[config.mk]
export PLATFORM = sky130hd
export DESIGN_NAME = lsu
export DESIGN_NICKNAME = d
export VERILOG_FILES = /design/src/rtl/lsu_pkg.sv /design/src/rtl/lsu_load_align.sv /design/src/rtl/lsu.sv
export SDC_FILE = /design/constraint.sdc
export NUM_CORES = 1
export LEC_CHECK = 0
export CAP_MARGIN = 10
export CORE_ASPECT_RATIO = 1.2
export CORE_MARGIN = 1
export CORE_UTILIZATION = 53
export CTS_BUF_LIST = sky130_fd_sc_hd__clkbuf_8
export CTS_CLUSTER_SIZE = 14
export DETAILED_ROUTE_END_ITERATION = 8
export PLACE_DENSITY = 0.83
export SLEW_MARGIN = 10
export SYNTH_ARGS = -nofsm -noshare
export SYNTH_HDL_FRONTEND = slang
export SYNTH_SLANG_ARGS = --single-unit
[constraint.sdc]
create_clock -name clk -period 2.4 [get_ports clk]
set_input_delay 0.48 -clock clk [delete_from_list [all_inputs] [get_ports clk]]
set_output_delay 0.48 -clock clk [all_outputs]
set_load 0.02 [all_outputs]
[src/rtl/lsu_pkg.sv]
// Shared types and helpers for the load/store unit.
package lsu_pkg;

  typedef enum logic [1:0] {
    SZ_BYTE = 2'd0,
    SZ_HALF = 2'd1,
    SZ_WORD = 2'd2,
    SZ_RSVD = 2'd3
  } lsu_size_e;

  typedef enum logic [2:0] {
    ST_IDLE,
    ST_ACC0,
    ST_ACC1,
    ST_LWAIT,
    ST_RESP
  } lsu_state_e;

  // Byte-lane mask of an access before it is shifted to its offset.
  function automatic logic [3:0] size_mask(lsu_size_e sz);
    case (sz)
      SZ_BYTE: size_mask = 4'b0001;
      SZ_HALF: size_mask = 4'b0011;
      default: size_mask = 4'b1111;
    endcase
  endfunction

  // Number of bytes touched by an access.
  function automatic logic [2:0] size_nbytes(lsu_size_e sz);
    case (sz)
      SZ_BYTE: size_nbytes = 3'd1;
      SZ_HALF: size_nbytes = 3'd2;
      default: size_nbytes = 3'd4;
    endcase
  endfunction

endpackage

[src/rtl/lsu_load_align.sv]
// Extracts and extends load data from the one or two RAM words of an access.
module lsu_load_align
  import lsu_pkg::*;
(
  input  logic [31:0] beat0_i,
  input  logic [31:0] beat1_i,
  input  logic [1:0]  off_i,
  input  lsu_size_e   size_i,
  input  logic        unsigned_i,
  output logic [31:0] data_o
);

  logic [63:0] shifted;

  // Shift the addressed byte to lane 0, then truncate and extend by size.
  always_comb begin
    shifted = {beat1_i, beat0_i} >> {off_i, 3'b000};
    data_o  = shifted[31:0];
    case (size_i)
      SZ_BYTE: data_o = {{24{~unsigned_i & shifted[7]}}, shifted[7:0]};
      SZ_HALF: data_o = {{16{~unsigned_i & shifted[15]}}, shifted[15:0]};
      default: data_o = shifted[31:0];
    endcase
  end

endmodule

[src/rtl/lsu.sv]
// Load/store unit: splits unaligned accesses into up to two word beats on a
// synchronous one-cycle-latency RAM and returns extended load data.
module lsu
  import lsu_pkg::*;
#(
  parameter int unsigned AW = 32
) (
  input  logic          clk,
  input  logic          rst_n,
  input  logic          req_valid,
  output logic          req_ready,
  input  logic          req_we,
  input  logic [1:0]    req_size,
  input  logic          req_unsigned,
  input  logic [AW-1:0] req_addr,
  input  logic [31:0]   req_wdata,
  output logic          rsp_valid,
  output logic [31:0]   rsp_rdata,
  output logic          ram_we,
  output logic [3:0]    ram_be,
  output logic [AW-1:0] ram_waddr,
  output logic [AW-1:0] ram_raddr,
  output logic [31:0]   ram_wdata,
  input  logic [31:0]   ram_rdata
);

  lsu_state_e    state_q, state_d;
  logic          ram_we_q, ram_we_d;
  logic [3:0]    ram_be_q, ram_be_d;
  logic [AW-1:0] ram_waddr_q, ram_waddr_d;
  logic [AW-1:0] ram_raddr_q, ram_raddr_d;
  logic [31:0]   ram_wdata_q, ram_wdata_d;
  logic          rsp_valid_q, rsp_valid_d;
  logic [31:0]   rsp_rdata_q, rsp_rdata_d;

  // Captured request fields.
  logic [AW-1:0] word0_q;
  logic          we_q, uns_q, split_q;
  lsu_size_e     size_q;
  logic [1:0]    off_q;
  logic [3:0]    be1_q;
  logic [31:0]   wd1_q;
  logic [31:0]   data0_q;

  // Incoming-request beat computation; the upper halves of the widened shifts
  // are exactly the beat-1 enables/data, so they are captured for later.
  lsu_size_e     size_in;
  logic [1:0]    off_in;
  logic [7:0]    be_wide;
  logic [63:0]   wd_wide;
  logic [AW-1:0] word0_in;
  logic          split_in;
  logic [AW-1:0] word1;
  logic          accept;
  logic [31:0]   ld_beat0, ld_beat1, ld_data;

  assign size_in  = lsu_size_e'(req_size);
  assign off_in   = req_addr[1:0];
  assign be_wide  = {4'b0000, size_mask(size_in)} << off_in;
  assign wd_wide  = {32'h0, req_wdata} << {off_in, 3'b000};
  assign word0_in = {req_addr[AW-1:2], 2'b00};
  assign split_in = ({1'b0, off_in} + size_nbytes(size_in)) > 3'd4;
  assign word1    = word0_q + {{(AW-3){1'b0}}, 3'd4};
  assign accept   = (state_q == ST_IDLE) && req_valid;

  assign ld_beat0 = split_q ? data0_q : ram_rdata;
  assign ld_beat1 = split_q ? ram_rdata : 32'h0;

  lsu_load_align u_load_align (
    .beat0_i    (ld_beat0),
    .beat1_i    (ld_beat1),
    .off_i      (off_q),
    .size_i     (size_q),
    .unsigned_i (uns_q),
    .data_o     (ld_data)
  );

  // Next state and next registered RAM/response outputs.
  always_comb begin
    state_d     = state_q;
    ram_we_d    = 1'b0;
    ram_be_d    = 4'b0000;
    ram_waddr_d = ram_waddr_q;
    ram_raddr_d = ram_raddr_q;
    ram_wdata_d = ram_wdata_q;
    rsp_valid_d = 1'b0;
    rsp_rdata_d = '0;
    case (state_q)
      ST_IDLE: begin
        if (req_valid) begin
          state_d = ST_ACC0;
          if (req_we) begin
            ram_we_d    = 1'b1;
            ram_be_d    = be_wide[3:0];
            ram_waddr_d = word0_in;
            ram_wdata_d = wd_wide[31:0];
          end else begin
            ram_raddr_d = word0_in;
          end
        end
      end
      ST_ACC0: begin
        if (split_q) begin
          state_d = ST_ACC1;
          if (we_q) begin
            ram_we_d    = 1'b1;
            ram_be_d    = be1_q;
            ram_waddr_d = word1;
            ram_wdata_d = wd1_q;
          end else begin
            ram_raddr_d = word1;
          end
        end else begin
          state_d     = we_q ? ST_RESP : ST_LWAIT;
          rsp_valid_d = we_q;
        end
      end
      ST_ACC1: begin
        state_d     = we_q ? ST_RESP : ST_LWAIT;
        rsp_valid_d = we_q;
      end
      ST_LWAIT: begin
        state_d     = ST_RESP;
        rsp_valid_d = 1'b1;
        rsp_rdata_d = ld_data;
      end
      ST_RESP: state_d = ST_IDLE;
      default: state_d = ST_IDLE;
    endcase
  end

  // State and output registers.
  always_ff @(posedge clk or negedge rst_n) begin
    if (!rst_n) begin
      state_q     <= ST_IDLE;
      ram_we_q    <= 1'b0;
      ram_be_q    <= '0;
      ram_waddr_q <= '0;
      ram_raddr_q <= '0;
      ram_wdata_q <= '0;
      rsp_valid_q <= 1'b0;
      rsp_rdata_q <= '0;
    end else begin
      state_q     <= state_d;
      ram_we_q    <= ram_we_d;
      ram_be_q    <= ram_be_d;
      ram_waddr_q <= ram_waddr_d;
      ram_raddr_q <= ram_raddr_d;
      ram_wdata_q <= ram_wdata_d;
      rsp_valid_q <= rsp_valid_d;
      rsp_rdata_q <= rsp_rdata_d;
    end
  end

  // Request capture on acceptance and beat-0 read data capture for split loads.
  always_ff @(posedge clk or negedge rst_n) begin
    if (!rst_n) begin
      word0_q <= '0;
      we_q    <= 1'b0;
      uns_q   <= 1'b0;
      split_q <= 1'b0;
      size_q  <= SZ_BYTE;
      off_q   <= '0;
      be1_q   <= '0;
      wd1_q   <= '0;
      data0_q <= '0;
    end else begin
      if (accept) begin
        word0_q <= word0_in;
        we_q    <= req_we;
        uns_q   <= req_unsigned;
        split_q <= split_in;
        size_q  <= size_in;
        off_q   <= off_in;
        be1_q   <= be_wide[7:4];
        wd1_q   <= wd_wide[63:32];
      end
      if (state_q == ST_ACC1) data0_q <= ram_rdata;
    end
  end

  assign req_ready = (state_q == ST_IDLE);
  assign rsp_valid = rsp_valid_q;
  assign rsp_rdata = rsp_rdata_q;
  assign ram_we    = ram_we_q;
  assign ram_be    = ram_be_q;
  assign ram_waddr = ram_waddr_q;
  assign ram_raddr = ram_raddr_q;
  assign ram_wdata = ram_wdata_q;

endmodule

==> results of run 1 <==
## report_power, final
part           leakage [uW]  internal, uW  switching (uW)
combinational       0.00324          4180            5000
sequential          0.00286          5500            1340
clock              0.000428          1830            1530
## layer usage
metal / vias to the layer above / track usage (%) / share of wire [%]
met5: - / 0 / 0
met4: 0 / 12.3 / 2.9
met3: 84 / 7.56 / 7.7
met2: 437 / 50.3 / 50
met1: 4933 / 36.7 / 40
li1: 4675 / - / -
## final cells by class
type	instances	share of cell area, %
sequential	229	38.1
multi-input combinational	860	35.4
timing repair buffer	285	19.1
clock buffer	46	4.20
tap	270	2.24
clock inverter	19	0.714
inverter	10	0.249
## through the flow
stage	setup slack, ns	instances	hold WS [ns]	area [um^2]
2_1_floorplan	0.277	1191	0.184	11400
6_report	0.116	1719	0.454	15100
3_3_place_gp	-0.0606	1653	0.419	14300
3_5_place_dp	-0.133	1653	0.423	14300
5_1_grt	0.0147	1719	0.477	15100
4_1_cts	0.0849	1719	0.456	15000
## sequential cells by signal, summed over array words and instances, names as in the netlist, 4 cells and up
register / count
data0_q: 32
ram_wdata: 32
rsp_rdata: 32
ram_raddr: 30
ram_waddr: 30
word0_q: 30
wd1_q: 24
ram_be: 4
## timing repair
action	in CTS	in global routing
gates cloned	0	0
hold buffers	1	0
resized for setup	1	2
setup endpoints to repair	1	2
endpoints found under the hold margin	49	0
## worst register-to-register path, delay by kind of cell, from the launching register on
kind	cells	cell delay (ns)
AND/OR/NAND/NOR	4	1.48
AO/OA/AOI/OAI	1	0.23
flip-flops	1	0.46
## kinds of logic (layout without fill, tap and decap cells)
group	after synthesis	count (layout)	share of synthesized area, %
AO/OA/AOI/OAI	276	276	15.5
XOR/XNOR	20	20	1.53
adder cells (fa/ha/maj)	4	4	0.504
buffers and inverters	102	360	3.68
flip-flops	229	229	50.2
multiplexers	111	111	11.5
other	1	4	0.0329
AND/OR/NAND/NOR	445	445	17.0
## final timing paths
check,from,to,cells past startpoint
min reg2reg,be1_q[1],be1_q[1],2
min,rst_n,rsp_rdata[5],2
max in group asynchronous,rst_n,ram_wdata[3],3
max reg2reg,word0_q[14],ram_raddr[24],5
max,state_q[1],req_ready,2
min in group clk,be1_q[1],be1_q[1],2
## cells in the final DEF, fill, tap and decap left out, types with 5 or more instances in the layout
master and count:
clkdlybuf4s50_1 231, dfrtp_1 228, nand2_1 224, nor2_1 120
o21ai_0 82, mux2_2 61, a21oi_1 48, clkbuf_8 46
mux2i_1 40, o31ai_1 39, buf_4 39, a211oi_1 24
nand3_1 24, a22oi_1 22, inv_1 19, a221oi_1 17
xnor2_1 14, nor3_1 12, a31oi_1 12, buf_12 12
mux4_2 10, and3_1 9, or3_1 9, o22a_1 8
nor2b_1 8, nor4_1 8, xor2_1 6, clkinv_2 5
==> reports/metrics.csv, run 1 <==
stage,metric,value,unit
synthesis,ys_warn_count,0,
job,maxCapViolations,0,
worst_setup_path,path_delay_family,flip-flops,
final_layout,multi_input_area,5340,um^2
worst_setup_path,crit_path_max_fanout,9,
worst_setup_path,path_buf_inv,1,
pwr,total_leakage_power,0.00652,uW
cts,cts_sinks,229,
synthesis,yosys_most_used_dff,dfrtp_1,
cts,cts_tree,yes,
final_layout,utilization,71.6,%
drt,drt-wirelength-per-cell,19.0,um
global_routing,grt_pass1_wl,51900,um
final_layout,seqCellArea,5730,um^2
cts,clock_latency,0.54,ns
drt,drtIter0Drc,713,
final_layout,drive_gt1_share,13.6,%
place,dp_hpwl,23200,um
worst_setup_path,cp.required,1.92,ns
sta,worst_pin_slew,0.762,ns
worst_setup_path,critical_path.max_stage_delay,0.50,ns
sta,slew_headroom,49.0,%
sta,fin_crit_sh,95.2,%
synthesis,ys_ff_latch,229,
pwr,ir_drop,0.000752,V
place,gp_congestion,0.904,
drt,wl,32600,um
synthesis,synth.top_cell.area_share,50.2,%
drt,drc_errors,0,
cts,cts.htree.levels,2,
worst_setup_path,arrival,1.80,ns
run_status,outcome,"complete, no violations",
sta,tns,0,ns
cts,cts_setup_buffers,0,
global_routing,track_usage,30.0,%
synthesis,synth.most_common_cell,dfrtp_1,
final_layout,n_antenna_cell,0,
drt,vias_per_cell,5.89,
drt,vias,10100,
synthesis,synth_area,11400,um^2
global_routing,overflow,0,
synthesis,yosysTopAreaCell,dfrtp_1,
worst_setup_path,cp-end-kind,output pin,
die,die_w,136,um
sta,max_freq,438,MHz
worst_setup_path,cpMaxStageDelayCell,dfrtp_1,
cts,cts.path.max_buffers,3,
drt,drtPass1Iterations,5,
global_routing,grt_pass1_vias,10200,
cts,cts_buffers,37,
synthesis,synth_edf_count,0,
synthesis,syn_inst,1188,
sta,rsz0062_at_grt,false,
sta,finalSetupViolCount,0,
die,ioPinCount,238,
die,dieHeight,163,um
sta,period_needed,2.28,ns
global_routing,grt_start_max_net_pins,61,
die,rows,58,
synthesis,seq_area_frac_synth,50.2,%
synthesis,synthTopCellsByArea,"dfrtp_1 (50%), nand2_1 (7.4%), mux2_2 (6.0%)",
worst_setup_path,cp_cell_sequence,nor3_1 > dlygate4sd2_1,
cts,clockRootBuffer,clkbuf_8,
sta,slew_violations,0,
synthesis,async_flop_share,100,%
final_layout,nets,1530,
worst_setup_path,reg2reg_setup_slack,0.15,ns
drt,ant_nets,0,
synthesis,ys_top_cells_by_count,"dfrtp_1 (229), nand2_1 (225), nor2_1 (121), o21ai_0 (83), clkbuf_1 (65)",
pwr,power_density,1290,nW/um^2
global_routing,antenna_found_initial,0,
worst_setup_path,start_kind,register,
final_layout,area_delta_synth_final,32.0,%
pwr,finalPower,19400,uW
sta,hold_viol_final,0,
hold_path,hold_class,in2async,
place,io_buffers,233,
die,core,21000,um^2
synthesis,avgSynthCellArea,9.61,um^2
synthesis,synth_cell_types,65,
final_layout,nFillCells,1611,
die,initial_core_util,54.2,%
cts,cts.clk_slew.worst_paths,0.06,ns
sta,clock_skew,0.0134,ns
worst_setup_path,worstSetupPathType,reg2out,
die,die-area,22100,um^2
No activity file was read; power rests on OpenSTA's default activity.
==> run 2, diff against run 1 <==
--- a/config.mk
+++ b/config.mk
@@ -7,7 +7,7 @@
 export LEC_CHECK = 0
 export CAP_MARGIN = 10
 export CORE_ASPECT_RATIO = 1.2
-export CORE_MARGIN = 1
+export CORE_MARGIN = 2
 export CORE_UTILIZATION = 53
 export CTS_BUF_LIST = sky130_fd_sc_hd__clkbuf_8
 export CTS_CLUSTER_SIZE = 14
==> reports/metrics.csv, run 2 (synthesized netlist as in run 1, its figures left out) <==
stage,metric,value,unit
run_status,outcome,"complete, no violations",
final_layout,nets,1537,
worst_setup_path,critical_path.max_stage_delay,0.60,ns
pwr,finalPower,19500,uW
drt,drc_errors,0,
sta,rsz0062_at_grt,false,
cts,cts_tree,yes,
place,pre_cts_ws,-0.132,ns
final_layout,area_delta_synth_final,32.5,%
drt,drt-wirelength-per-cell,19.0,um
worst_setup_path,cp.required,2.83,ns
place,placed_area,14300,um^2
die,ioPinCount,238,
global_routing,grt_start_max_net_pins,66,
global_routing,overflow,0,
final_layout,final_cell_mix,"clkdlybuf4s50_1 (231), dfrtp_1 (227), nand2_1 (224), nor2_1 (120), o21ai_0 (82)",
sta,clock_skew,0.0239,ns
pwr,power_density,1290,nW/um^2
worst_setup_path,cp-end-kind,register,
sta,hold_slack,0.467,ns
place,io_buffers,233,
worst_setup_path,cpMaxStageDelayCell,or4_4,
global_routing,grt_pass1_wl,52300,um
sta,hold_viol_final,0,
drt,ant_nets,0,
drt,vias,10300,
worst_setup_path,startpoint,word0_q[15],
drt,wl,32800,um
sta,slew_violations,0,
die,dieHeight,165,um
place,dp_hpwl,23300,um
sta,fin_ws,0.127,ns
die,die_w,138,um
die,die-area,22700,um^2
final_layout,layout_commonest_cell,clkdlybuf4s50_1,
pwr,ir_drop,0.000776,V
drt,vias_per_cell,5.96,
cts,cts_sinks,229,
worst_setup_path,arrival,2.70,ns
global_routing,antenna_found_initial,0,
worst_setup_path,cp_cell_sequence,nand4_2 > or4_4 > or4_1 > and3_1 > o31ai_1,
die,initial_core_util,54.2,%
hold_path,hold_class,in2async,
sta,tns,0,ns
global_routing,grt_pass1_vias,10300,
global_routing,track_usage,29.1,%
sta,slew_headroom,33.6,%
sta,period_needed,2.27,ns
sta,worst_pin_slew,0.989,ns
worst_setup_path,start_kind,register,
final_layout,drive_gt1_share,14.0,%
drt,drtPass1Iterations,5,
sta,fin_crit_sh,94.7,%
cts,cts.path.max_buffers,3,
cts,cts.clk_slew.worst_paths,0.06,ns
cts,clock_latency,0.53,ns
die,rows,58,
final_layout,n_antenna_cell,0,
place,gp_congestion,0.957,
cts,cts_buffers,38,
die,core,21000,um^2
cts,cts.htree.levels,2,
sta,finalSetupViolCount,0,
worst_setup_path,crit_path_max_fanout,5,
final_layout,fin_area,15100,um^2
pwr,total_leakage_power,0.00655,uW
worst_setup_path,worstSetupPathType,reg2reg,
job,maxCapViolations,0,
worst_setup_path,r2r_start,word0_q[15],
drt,drtIter0Drc,890,
cts,clockRootBuffer,clkbuf_8,
sta,max_freq,440,MHz
==> run 2: metal layers <==
layer	wire [um]	track usage, %	vias to the layer above
li1	-	-	4690
met1	12800	37.2	4961
met2	15800	46.8	496
met3	2790	7.21	128
met4	1430	13.2	0
met5	0	0	-
==> run 2: final cells by class <==
type                    instances  area, um^2
repair buffers                291        2920
well taps                     270         338
fillers                      1536        5920
multi-input cells             860        5330
flip-flops and latches        229        5730
clock buffers                  48         661
clock inverters                16        96.3
inverters                      10        37.5
==> run 2: path summary, 6_finish.rpt <==
check	to	slack, ns	depth (start not counted)
setup / recovery	ram_waddr[24]	0.13	5
hold / removal	rsp_rdata[5]	0.47	2
setup reg to reg	ram_waddr[24]	0.13	5
hold reg to reg	wd1_q[15]	0.48	2
max in group asynchronous	ram_waddr[6]	1.19	3
min in group clk	wd1_q[15]	0.48	2
==> run 2: stage by stage <==
step                instances  utilization (%)
floorplan                1191                -
global placement         1658             68.1
detailed placement       1658             68.1
CTS                      1723             71.8
global route             1724             71.9
finish                   1724             71.9
==> run 2: report_power, final <==
group          switching [uW]  internal [uW]  leakage, uW  total, uW
registers                1290           5500      0.00286       6790
logic                    5020           4220      0.00327       9240
clock network            1550           1900     0.000426       3450
total                    7860          11600      0.00655      19500
==> run 2: worst max-delay path, delay by kind of cell, from the launching register on <==
| family | cells | cell delay (ns) |
|---|---|---|
| AO/OA/AOI/OAI | 1 | 0.25 |
| AND/OR/NAND/NOR | 4 | 1.49 |
| flip-flops | 1 | 0.42 |
==> run 2: what timing repair did <==
action | in CTS | in global routing
resized for setup | 2 | 2
setup buffers | 0 | 1
hold buffers | 1 | 0
pin swaps | 0 | 0
endpoints found under the hold margin | 57 | 0
setup endpoints to repair | 1 | 2
